File: config.mk
export PLATFORM = sky130hd
export DESIGN_NAME = wb_write_scheduler
export DESIGN_NICKNAME = d
export VERILOG_FILES = /design/src/rtl/wb_write_scheduler.sv
export SDC_FILE = /design/constraint.sdc
export NUM_CORES = 1
export LEC_CHECK = 0
export ABC_AREA = 1
export CAP_MARGIN = 20
export CORE_MARGIN = 2
export CORE_UTILIZATION = 40
export CTS_CLUSTER_DIAMETER = 150
export CTS_CLUSTER_SIZE = 40
export DETAILED_ROUTE_END_ITERATION = 6
export GPL_ROUTABILITY_DRIVEN = 0
export PLACE_DENSITY_LB_ADDON = 0.08
export SYNTH_ARGS = -nofsm -noshare
export SYNTH_HDL_FRONTEND = slang
export SYNTH_SLANG_ARGS = --single-unit
File: constraint.sdc
create_clock -name clk -period 7.3 [get_ports clk]
set_input_delay 1.825 -clock clk [delete_from_list [all_inputs] [get_ports clk]]
set_output_delay 1.825 -clock clk [all_outputs]
set_load 0.01 [all_outputs]
File: src/rtl/wb_write_scheduler.sv
// wb_write_scheduler
//   Schedules write-back register-file writes onto two registered RF write
//   ports. A group carries up to three writes (inst0 rd, inst0 rd2, inst1 rd);
//   writes that do not fit are queued in an in-order overflow FIFO and
//   upstream is back-pressured. Also answers pending-write lookups for
//   forwarding and sequences a drain before halting.
// Ports:
//   clk, rst                 clock, synchronous active-high reset
//   in_valid/in_ready        group handshake (in_ready from registered state)
//   in_halt                  group contains a halt
//   req_we/req_addr/req_data per-slot write enables, 3x4b addresses, 3x16b data
//   rf_wr_en/addr/data_0/1   registered RF ports (port 1 is the younger write)
//   lookup_addr/hit/data     youngest pending write for lookup_addr
//   idle                     FIFO empty and no port write in flight
//   halted                   halt reached and every write drained
module wb_write_scheduler #(
  parameter int unsigned DEPTH = 4
) (
  input  logic        clk,
  input  logic        rst,
  input  logic        in_valid,
  output logic        in_ready,
  input  logic        in_halt,
  input  logic [2:0]  req_we,
  input  logic [11:0] req_addr,
  input  logic [47:0] req_data,
  output logic        rf_wr_en_0,
  output logic [3:0]  rf_wr_addr_0,
  output logic [15:0] rf_wr_data_0,
  output logic        rf_wr_en_1,
  output logic [3:0]  rf_wr_addr_1,
  output logic [15:0] rf_wr_data_1,
  input  logic [3:0]  lookup_addr,
  output logic        lookup_hit,
  output logic [15:0] lookup_data,
  output logic        idle,
  output logic        halted
);
  localparam int unsigned PW = $clog2(DEPTH);
  localparam int unsigned CW = $clog2(DEPTH + 1);

  typedef enum logic [1:0] {S_RUN, S_DRAIN, S_HALTED} state_t;
  state_t r_state, w_state_nxt;

  logic [3:0]    r_fifo_addr [DEPTH];
  logic [15:0]   r_fifo_data [DEPTH];
  logic [PW-1:0] r_head;
  logic [CW-1:0] r_count;
  logic          r_en0, r_en1;
  logic [3:0]    r_addr0, r_addr1;
  logic [15:0]   r_data0, r_data1;

  logic          w_acc;
  logic [3:0]    w_s_addr [3];
  logic [15:0]   w_s_data [3];
  logic [3:0]    w_g_addr [3];
  logic [15:0]   w_g_data [3];
  logic [1:0]    w_ng;
  int unsigned   w_ngi, w_cnt, w_npop, w_gskip, w_cnt_nxt;
  logic          w_c0_vld, w_c1_vld, w_p0_en;
  logic [3:0]    w_c0_addr, w_c1_addr;
  logic [15:0]   w_c0_data, w_c1_data;
  logic [2:0]    w_push;
  logic [PW-1:0] w_push_idx [3];
  logic [PW-1:0] w_lk_idx;

  // Operands never exceed 2*DEPTH, so two conditional subtractions suffice.
  function automatic logic [PW-1:0] wrap(input int unsigned x);
    int unsigned y;
    y = x;
    if (y >= DEPTH) y = y - DEPTH;
    if (y >= DEPTH) y = y - DEPTH;
    return PW'(y);
  endfunction

  assign w_s_addr[0] = req_addr[3:0];
  assign w_s_addr[1] = req_addr[7:4];
  assign w_s_addr[2] = req_addr[11:8];
  assign w_s_data[0] = req_data[15:0];
  assign w_s_data[1] = req_data[31:16];
  assign w_s_data[2] = req_data[47:32];

  assign in_ready = (r_state == S_RUN) && (32'(r_count) <= DEPTH - 1);
  assign w_acc    = in_valid && in_ready;
  assign idle     = (r_count == '0) && !r_en0 && !r_en1;
  assign halted   = (r_state == S_HALTED);

  assign rf_wr_en_0   = r_en0;
  assign rf_wr_addr_0 = r_addr0;
  assign rf_wr_data_0 = r_data0;
  assign rf_wr_en_1   = r_en1;
  assign rf_wr_addr_1 = r_addr1;
  assign rf_wr_data_1 = r_data1;

  // Candidate ordering: FIFO head entries first, then the accepted group's
  // enabled slots compacted in program order.
  always_comb begin
    w_cnt = 32'(r_count);
    w_npop = (w_cnt >= 2) ? 2 : w_cnt;
    w_gskip = 2 - w_npop;
    w_ng = 2'd0;
    for (int unsigned j = 0; j < 3; j++) begin
      w_g_addr[2'(j)] = '0;
      w_g_data[2'(j)] = '0;
    end
    for (int unsigned s = 0; s < 3; s++) begin
      if (w_acc && req_we[2'(s)]) begin
        w_g_addr[w_ng] = w_s_addr[2'(s)];
        w_g_data[w_ng] = w_s_data[2'(s)];
        w_ng = w_ng + 2'd1;
      end
    end
    w_ngi = 32'(w_ng);

    w_c0_vld = 1'b0;
    w_c0_addr = '0;
    w_c0_data = '0;
    if (w_npop >= 1) begin
      w_c0_vld = 1'b1;
      w_c0_addr = r_fifo_addr[r_head];
      w_c0_data = r_fifo_data[r_head];
    end else if (w_ngi >= 1) begin
      w_c0_vld = 1'b1;
      w_c0_addr = w_g_addr[0];
      w_c0_data = w_g_data[0];
    end

    w_c1_vld = 1'b0;
    w_c1_addr = '0;
    w_c1_data = '0;
    if (w_npop == 2) begin
      w_c1_vld = 1'b1;
      w_c1_addr = r_fifo_addr[wrap(32'(r_head) + 1)];
      w_c1_data = r_fifo_data[wrap(32'(r_head) + 1)];
    end else if (w_ngi > 1 - w_npop) begin
      w_c1_vld = 1'b1;
      w_c1_addr = w_g_addr[2'(1 - w_npop)];
      w_c1_data = w_g_data[2'(1 - w_npop)];
    end

    // Same-address pair: only the younger write (port 1) is performed.
    w_p0_en = w_c0_vld && !(w_c1_vld && (w_c0_addr == w_c1_addr));

    // Group slots past the two issued candidates go to the tail. Fewer than
    // two pops means the FIFO empties this cycle, so order is preserved.
    for (int unsigned j = 0; j < 3; j++) begin
      w_push[2'(j)] = (j >= w_gskip) && (j < w_ngi);
      w_push_idx[2'(j)] = wrap(32'(r_head) + w_cnt + j - w_gskip);
    end

    w_cnt_nxt = (w_cnt + w_ngi > 2) ? (w_cnt + w_ngi - 2) : 0;
  end

  always_comb begin
    w_state_nxt = r_state;
    case (r_state)
      S_RUN:   if (w_acc && in_halt) w_state_nxt = S_DRAIN;
      S_DRAIN: if ((w_cnt == 0) && !w_c0_vld) w_state_nxt = S_HALTED;
      default: w_state_nxt = r_state;
    endcase
  end

  always_ff @(posedge clk) begin
    if (rst) r_state <= S_RUN;
    else     r_state <= w_state_nxt;
  end

  always_ff @(posedge clk) begin
    if (rst) begin
      r_head  <= '0;
      r_count <= '0;
      r_en0   <= 1'b0;
      r_addr0 <= '0;
      r_data0 <= '0;
      r_en1   <= 1'b0;
      r_addr1 <= '0;
      r_data1 <= '0;
    end else begin
      r_head  <= wrap(32'(r_head) + w_npop);
      r_count <= CW'(w_cnt_nxt);
      r_en0   <= w_p0_en;
      r_addr0 <= w_p0_en ? w_c0_addr : '0;
      r_data0 <= w_p0_en ? w_c0_data : '0;
      r_en1   <= w_c1_vld;
      r_addr1 <= w_c1_addr;
      r_data1 <= w_c1_data;
      for (int unsigned j = 0; j < 3; j++) begin
        if (w_push[2'(j)]) begin
          r_fifo_addr[w_push_idx[2'(j)]] <= w_g_addr[2'(j)];
          r_fifo_data[w_push_idx[2'(j)]] <= w_g_data[2'(j)];
        end
      end
    end
  end

  // Age order: port 0, port 1, then FIFO head to tail; later matches win.
  always_comb begin
    lookup_hit = 1'b0;
    lookup_data = '0;
    w_lk_idx = '0;
    if (r_en0 && (r_addr0 == lookup_addr)) begin
      lookup_hit = 1'b1;
      lookup_data = r_data0;
    end
    if (r_en1 && (r_addr1 == lookup_addr)) begin
      lookup_hit = 1'b1;
      lookup_data = r_data1;
    end
    for (int unsigned i = 0; i < DEPTH; i++) begin
      if (i < w_cnt) begin
        w_lk_idx = wrap(32'(r_head) + i);
        if (r_fifo_addr[w_lk_idx] == lookup_addr) begin
          lookup_hit = 1'b1;
          lookup_data = r_fifo_data[w_lk_idx];
        end
      end
    end
  end
endmodule

# ---- After elaboration in Yosys (flattened, before gate mapping)
# Memory sizes are Yosys's and may differ from the RTL's. A register that Yosys moved wholly into a read port is not among the register bits.
# Cells that the tools add are included.
dict set report word_totals {
  mem_bits_ro 0
  mem_count 2
  latchBits 0
  inputBits 71
  reg_bits 49
  mem_bits_rw 80
  elab_cells 230
  output_inout_bits 62
}
# memory depth word_bits rd rd_clocked_by_memory_dff wr line_no
set mem_list {}
lappend mem_list {r_fifo_data 4 16 6 1 3 46} ;# logic [15:0] r_fifo_data [DEPTH];
lappend mem_list {r_fifo_addr 4 4 6 1 3 45} ;# logic [3:0] r_fifo_addr [DEPTH];
dict set report op_classes {
  add_sub_neg 33
  n_bitwise 5
  mux 102
  n_reduce_logical 29
  order_cmp 38
  n_div 0
  eq_ne 12
  multipliers 0
  shifts 0
}
# op count
set ops {}
lappend ops {{$mux W32} 14}
lappend ops {{$ge A32 B3 Y1 const B} 12}
lappend ops {{$mux W16} 19}
lappend ops {{$bwmux W48} 2}
lappend ops {{$mux W48} 2}
lappend ops {{$demux W16 S2} 2}
lappend ops {{$ge A1 B32 Y1 const A} 2}
lappend ops {{$sub A32 B3 Y32 const B} 2}
lappend ops {{$mux W2} 20}
lappend ops {{$mux W4} 9}
lappend ops {{$add A32 B1 Y32 const B} 1}
lappend ops {{$bmux W16 S2} 1}
lappend ops {{$ge A2 B32 Y1 const A} 1}
lappend ops {{$gt A2 B32 Y1} 1}
lappend ops {{$logic_not A32 Y1} 1}
lappend ops {{$sub A32 B32 Y32} 1}
lappend ops {{$eq A4 B4 Y1} 7}
lappend ops {{$bwmux W12} 2}
lappend ops {{$mux W1} 24}
lappend ops {{$mux W12} 2}
lappend ops {{$ge A3 B3 Y1 const B} 6}
lappend ops {{$logic_and A1 B1 Y1} 18}
lappend ops {{$sub A2 B1 Y2 const B} 9}
lappend ops {{$demux W4 S2} 2}
lappend ops {{43 further kinds} 59}

# ---- Depth between registers and ports, before layout
dict set report logic_depth {
  word_depth 25
  mapped_depth 23
  ltp_nobuf 22
}

# ---- Worst setup path before layout
# Ideal clock, no wire load.
dict set report synth_path {
  path_type {input-to-reg}
  start {input req_we[0]}
  end {memory r_fifo_addr[0][0], enable pin}
  n_path_buf 2
  path_slack_ns 1.205
  setup_time_ns 0.469
  cell_stages 10
  t_arrival_ns 5.626
  cell_sequence {nand4_1 inv_1 buf_2 buf_2 ha_1 nand2_2 nand2_1 nand2_1 nand3_1 o311ai_0}
}
# element line_no
set synth_rtl {}
lappend synth_rtl {{start, declared} 24} ;# input logic [2:0] req_we,
lappend synth_rtl {{end, declared} 45}

# ---- Worst setup path in the final report
dict set report layout_path {
  start {input lookup_addr[2]}
  end {output lookup_data[5]}
}
dict set report layout_between {
  elab_chain_len 12
  elab_cells_between_ends 18
  cone_classes {6 x eq/ne; 10 x mux; 2 x reduce/logical}
}
# element line_no
set layout_rtl {}
lappend layout_rtl {{start, declared} 33} ;# input logic [3:0] lookup_addr,
lappend layout_rtl {{$eq A4 B4 Y1} 201} ;# if (r_en0 && (r_addr0 == lookup_addr)) begin
lappend layout_rtl {{$logic_and A1 B1 Y1} 201}
lappend layout_rtl {{$mux W16} 201}
lappend layout_rtl {{$mux W16} 205} ;# if (r_en1 && (r_addr1 == lookup_addr)) begin
lappend layout_rtl {{$mux W16} 212} ;# if (r_fifo_addr[w_lk_idx] == lookup_addr) begin
lappend layout_rtl {{$mux W16} 210} ;# if (i < w_cnt) begin
lappend layout_rtl {{$mux W16} 212}
lappend layout_rtl {{$mux W16} 210}
lappend layout_rtl {{$mux W16} 212}
lappend layout_rtl {{$mux W16} 210}
lappend layout_rtl {{$mux W16} 212}
lappend layout_rtl {{$mux W16 *} 210}
lappend layout_rtl {{end, declared} 35} ;# output logic [15:0] lookup_data,
# Mark *: on every way between the ends. The rest lies on a longest branch, timed or not.

==> results.toml <==
[status]
status = "finished, final reports clean"

[clock_tree]
holdBufCountCts = 0
numClockSinks = 129
clkTransAtPathRegs_ps = 70
cts_resized = 0
insertion_delay_ps = 430
clk_path_buf_depth = 2
cts_root_buf = "clkbuf_16"
htree_num_levels = 4
numCtsBuffers = 17
cts_tree = "yes"
post_cts_buffers = 0

[hold_path]
hold_path_depth = 2
hold_class = "register to register"

[drt]
first_iter_violations = 1308
viasPerCell = 5.408
vias = 10980
drcViolationCount = 0
drtAntennaViolNets = 0
drtPass1Iterations = 6
avgRoutedWirePerCell_um = 17.76
totalWireLength_mm = 36.05

[flow_run]
maxCapViolations = 0

[global_route]
grt_pass1_vias = 9549
globalRouteTotalUtil = 0.2598
antenna_found_initial = 1
gr-total-overflow = 0
grt_pass1_wl_mm = 57.17
grt_max_degree = 85

[critical_path]
reg2reg_slack_ps = 2520
cp_cell_sequence = "clkdlybuf4s50_1, inv_1, xor2_1, nor3b_1, nand2_1, o21ai_0, inv_1, nand2_1, nand3_1, nand2_1, clkdlybuf4s50_1"
cp-end-kind = "primary output"
cp-start-kind = "input pin"
slowest_stage = "clkdlybuf4s50_1"
worst-endpoint-required_ps = 5480
cpMostUsedCell = "nand2_1"
cp.depth = 11
reg2reg_to = "r_fifo_data[3][0]"
critical_path.startpoint = "lookup_addr[2]"
crit_end = "lookup_data[5]"
cp_top_family = "buffers and inverters"
slowest_delay_ps = 530
timing.rr.start = "r_count[2]"
cp_max_fo = 25
critical_path_class = "input pin to primary output"
crit_arrival_ps = 4630
path_buf_inv = 4
ff2ff_path_depth = 13

[die]
die_y_um = 167.0
die_x_um = 167.0
coreArea_mm2 = 0.02606
initial_core_util = 0.4077
ios = 133
die_area_mm2 = 0.02788
rows = 59

[logic_synthesis]
yosysTopAreaCell = "edfxtp_1"
ys_ff_latch = 129
yosysSeqAreaShare = 0.3184
synth-main-ff-cell = "edfxtp_1"
synth_common_cells = "nand2_1 (413), o21ai_0 (240), inv_1 (152)"
synthArstFlopShare = 0
synth_cell_type_count = 54
synth.net_count = 1681
yosysMostFrequentCell = "nand2_1"
synth_top_cell_area_share = 0.2261
yosys_warnings = 0
ys_top_cells_by_area = "edfxtp_1 (23%), nand2_1 (15%), o21ai_0 (11%), dfxtp_1 (9.2%), inv_1 (5.4%)"
syn_area_mm2 = 0.01063
synth_edf_count = 80
syn_inst = 1597
syn_avg_cell_area_um2 = 6.653

[final_layout]
area_growth_pct = 19.94
fin_nets = 1766
n_antenna_cell = 0
multi_input_area_mm2 = 0.006138
nFillCells = 2614
drive_above_1_share = 0.06254
regArea_mm2 = 0.003387

[place]
dp_slack_ps = 843.5
portBuffers = 132
dp_hpwl_mm = 28.36

[sta]
period_share = 0.8845
hold_viol = 0
rsz0062_at_grt = "false"
setup_viol = 0
max_freq_ghz = 0.1549
post-route-min-period_ps = 6457
clock_skew_ps = 14.35
timing.final.ws_setup_ps = 842.8
worstMarginPinSlew_ps = 981.7
slew_violations = 0
fin_setup_tns_ps = 0
slew_headroom = 0.3420

[power]
ir_drop_uv = 159.9
p_leak_uw = 0.005343
power_density_mw_per_mm2 = 360.5
p_total_uw = 4593
through the flow:
stage | area, um^2 | util | hold slack, ps | std cells
2_1_floorplan | 10630 | - | 508.6 | 1597
5_1_grt | 12740 | 0.4890 | 578.0 | 2030
3_5_place_dp | 12120 | 0.4653 | 541.6 | 1998
4_1_cts | 12740 | 0.4890 | 552.1 | 2030
3_3_place_gp | 12120 | 0.4653 | 528.4 | 1998
6_report | 12740 | 0.4890 | 551.6 | 2030
final cells by class:
type / count / share of cell area
repair buffers: 162 / 0.1214
clock buffers: 17 / 0.03338
clock inverters: 15 / 0.01522
well taps: 335 / 0.03289
flip-flops and latches: 129 / 0.2658
multi-input cells: 1204 / 0.4817
inverters: 168 / 0.04968
worst min-delay path, delay by kind of cell, from the launching register on:
kind	cells	cell delay (ps)
DFF	1	350
AOI/OAI and AO/OA	2	150
state kept, by name, summed over array words and instances (netlist names), 2 cells and up:
name,cells
r_count,3
r_fifo_addr,16
r_fifo_data,64
r_head,2
r_state,2
rf_wr_addr_0,4
rf_wr_addr_1,4
rf_wr_data_0,16
rf_wr_data_1,16
cells in the final DEF, fill, tap and decap left out, drive strengths merged, types with 3 or more instances in the layout:
| master | synthesis | final |
|---|---|---|
| a21oi | 54 | 54 |
| a22o | 11 | 11 |
| a22oi | 4 | 4 |
| a31oi | 24 | 24 |
| buf | 57 | 30 |
| bufinv | 0 | 3 |
| clkbuf | 39 | 17 |
| clkdlybuf4s50 | 0 | 132 |
| clkinv | 6 | 8 |
| dfxtp | 49 | 49 |
| edfxtp | 80 | 80 |
| ha | 12 | 12 |
| inv | 162 | 170 |
| mux2i | 45 | 45 |
| nand2 | 418 | 418 |
| nand3 | 95 | 95 |
| nand4 | 3 | 3 |
| nor2 | 158 | 158 |
| nor3 | 7 | 7 |
| nor3b | 3 | 3 |
| o211ai | 41 | 41 |
| o21ai | 281 | 281 |
| o22ai | 11 | 11 |
| or2 | 6 | 6 |
| xor2 | 16 | 16 |
how the worst min path moves through the flow:
stage,end,from,slack [ps]
final,r_state[0],r_state[0],550
after global routing,r_state[1],r_state[1],580
after CTS,r_state[1],r_state[1],550
after floorplan,r_state[0],r_state[0],510
after detailed placement,r_state[1],r_state[1],540
after global placement,r_state[1],r_state[1],530
where the power goes:
group / leakage, uW / switching, uW / internal (uW)
Combinational: 0.00391 / 1720 / 861
Clock: 0.000300 / 370 / 548
Sequential: 0.00113 / 103 / 994
cell families (layout without fill, tap and decap cells):
family,count (synthesis),count (layout),share of synthesized area
buf+inv,264,362,0.1053
xor+xnor,18,18,0.01660
flops,129,129,0.3184
simple gates,691,691,0.2697
fa+ha+maj,13,13,0.01601
mux,45,45,0.04357
compound gates,437,437,0.2305
per-layer routing:
layer	up-vias	global-route usage	wire length [um]
li1	5540	-	-
met1	4795	0.4439	19000
met2	617	0.3240	12860
met3	26	0.04729	3870
met4	0	0.05285	324
met5	-	0	0
No activity file was read; power rests on OpenSTA's default activity.
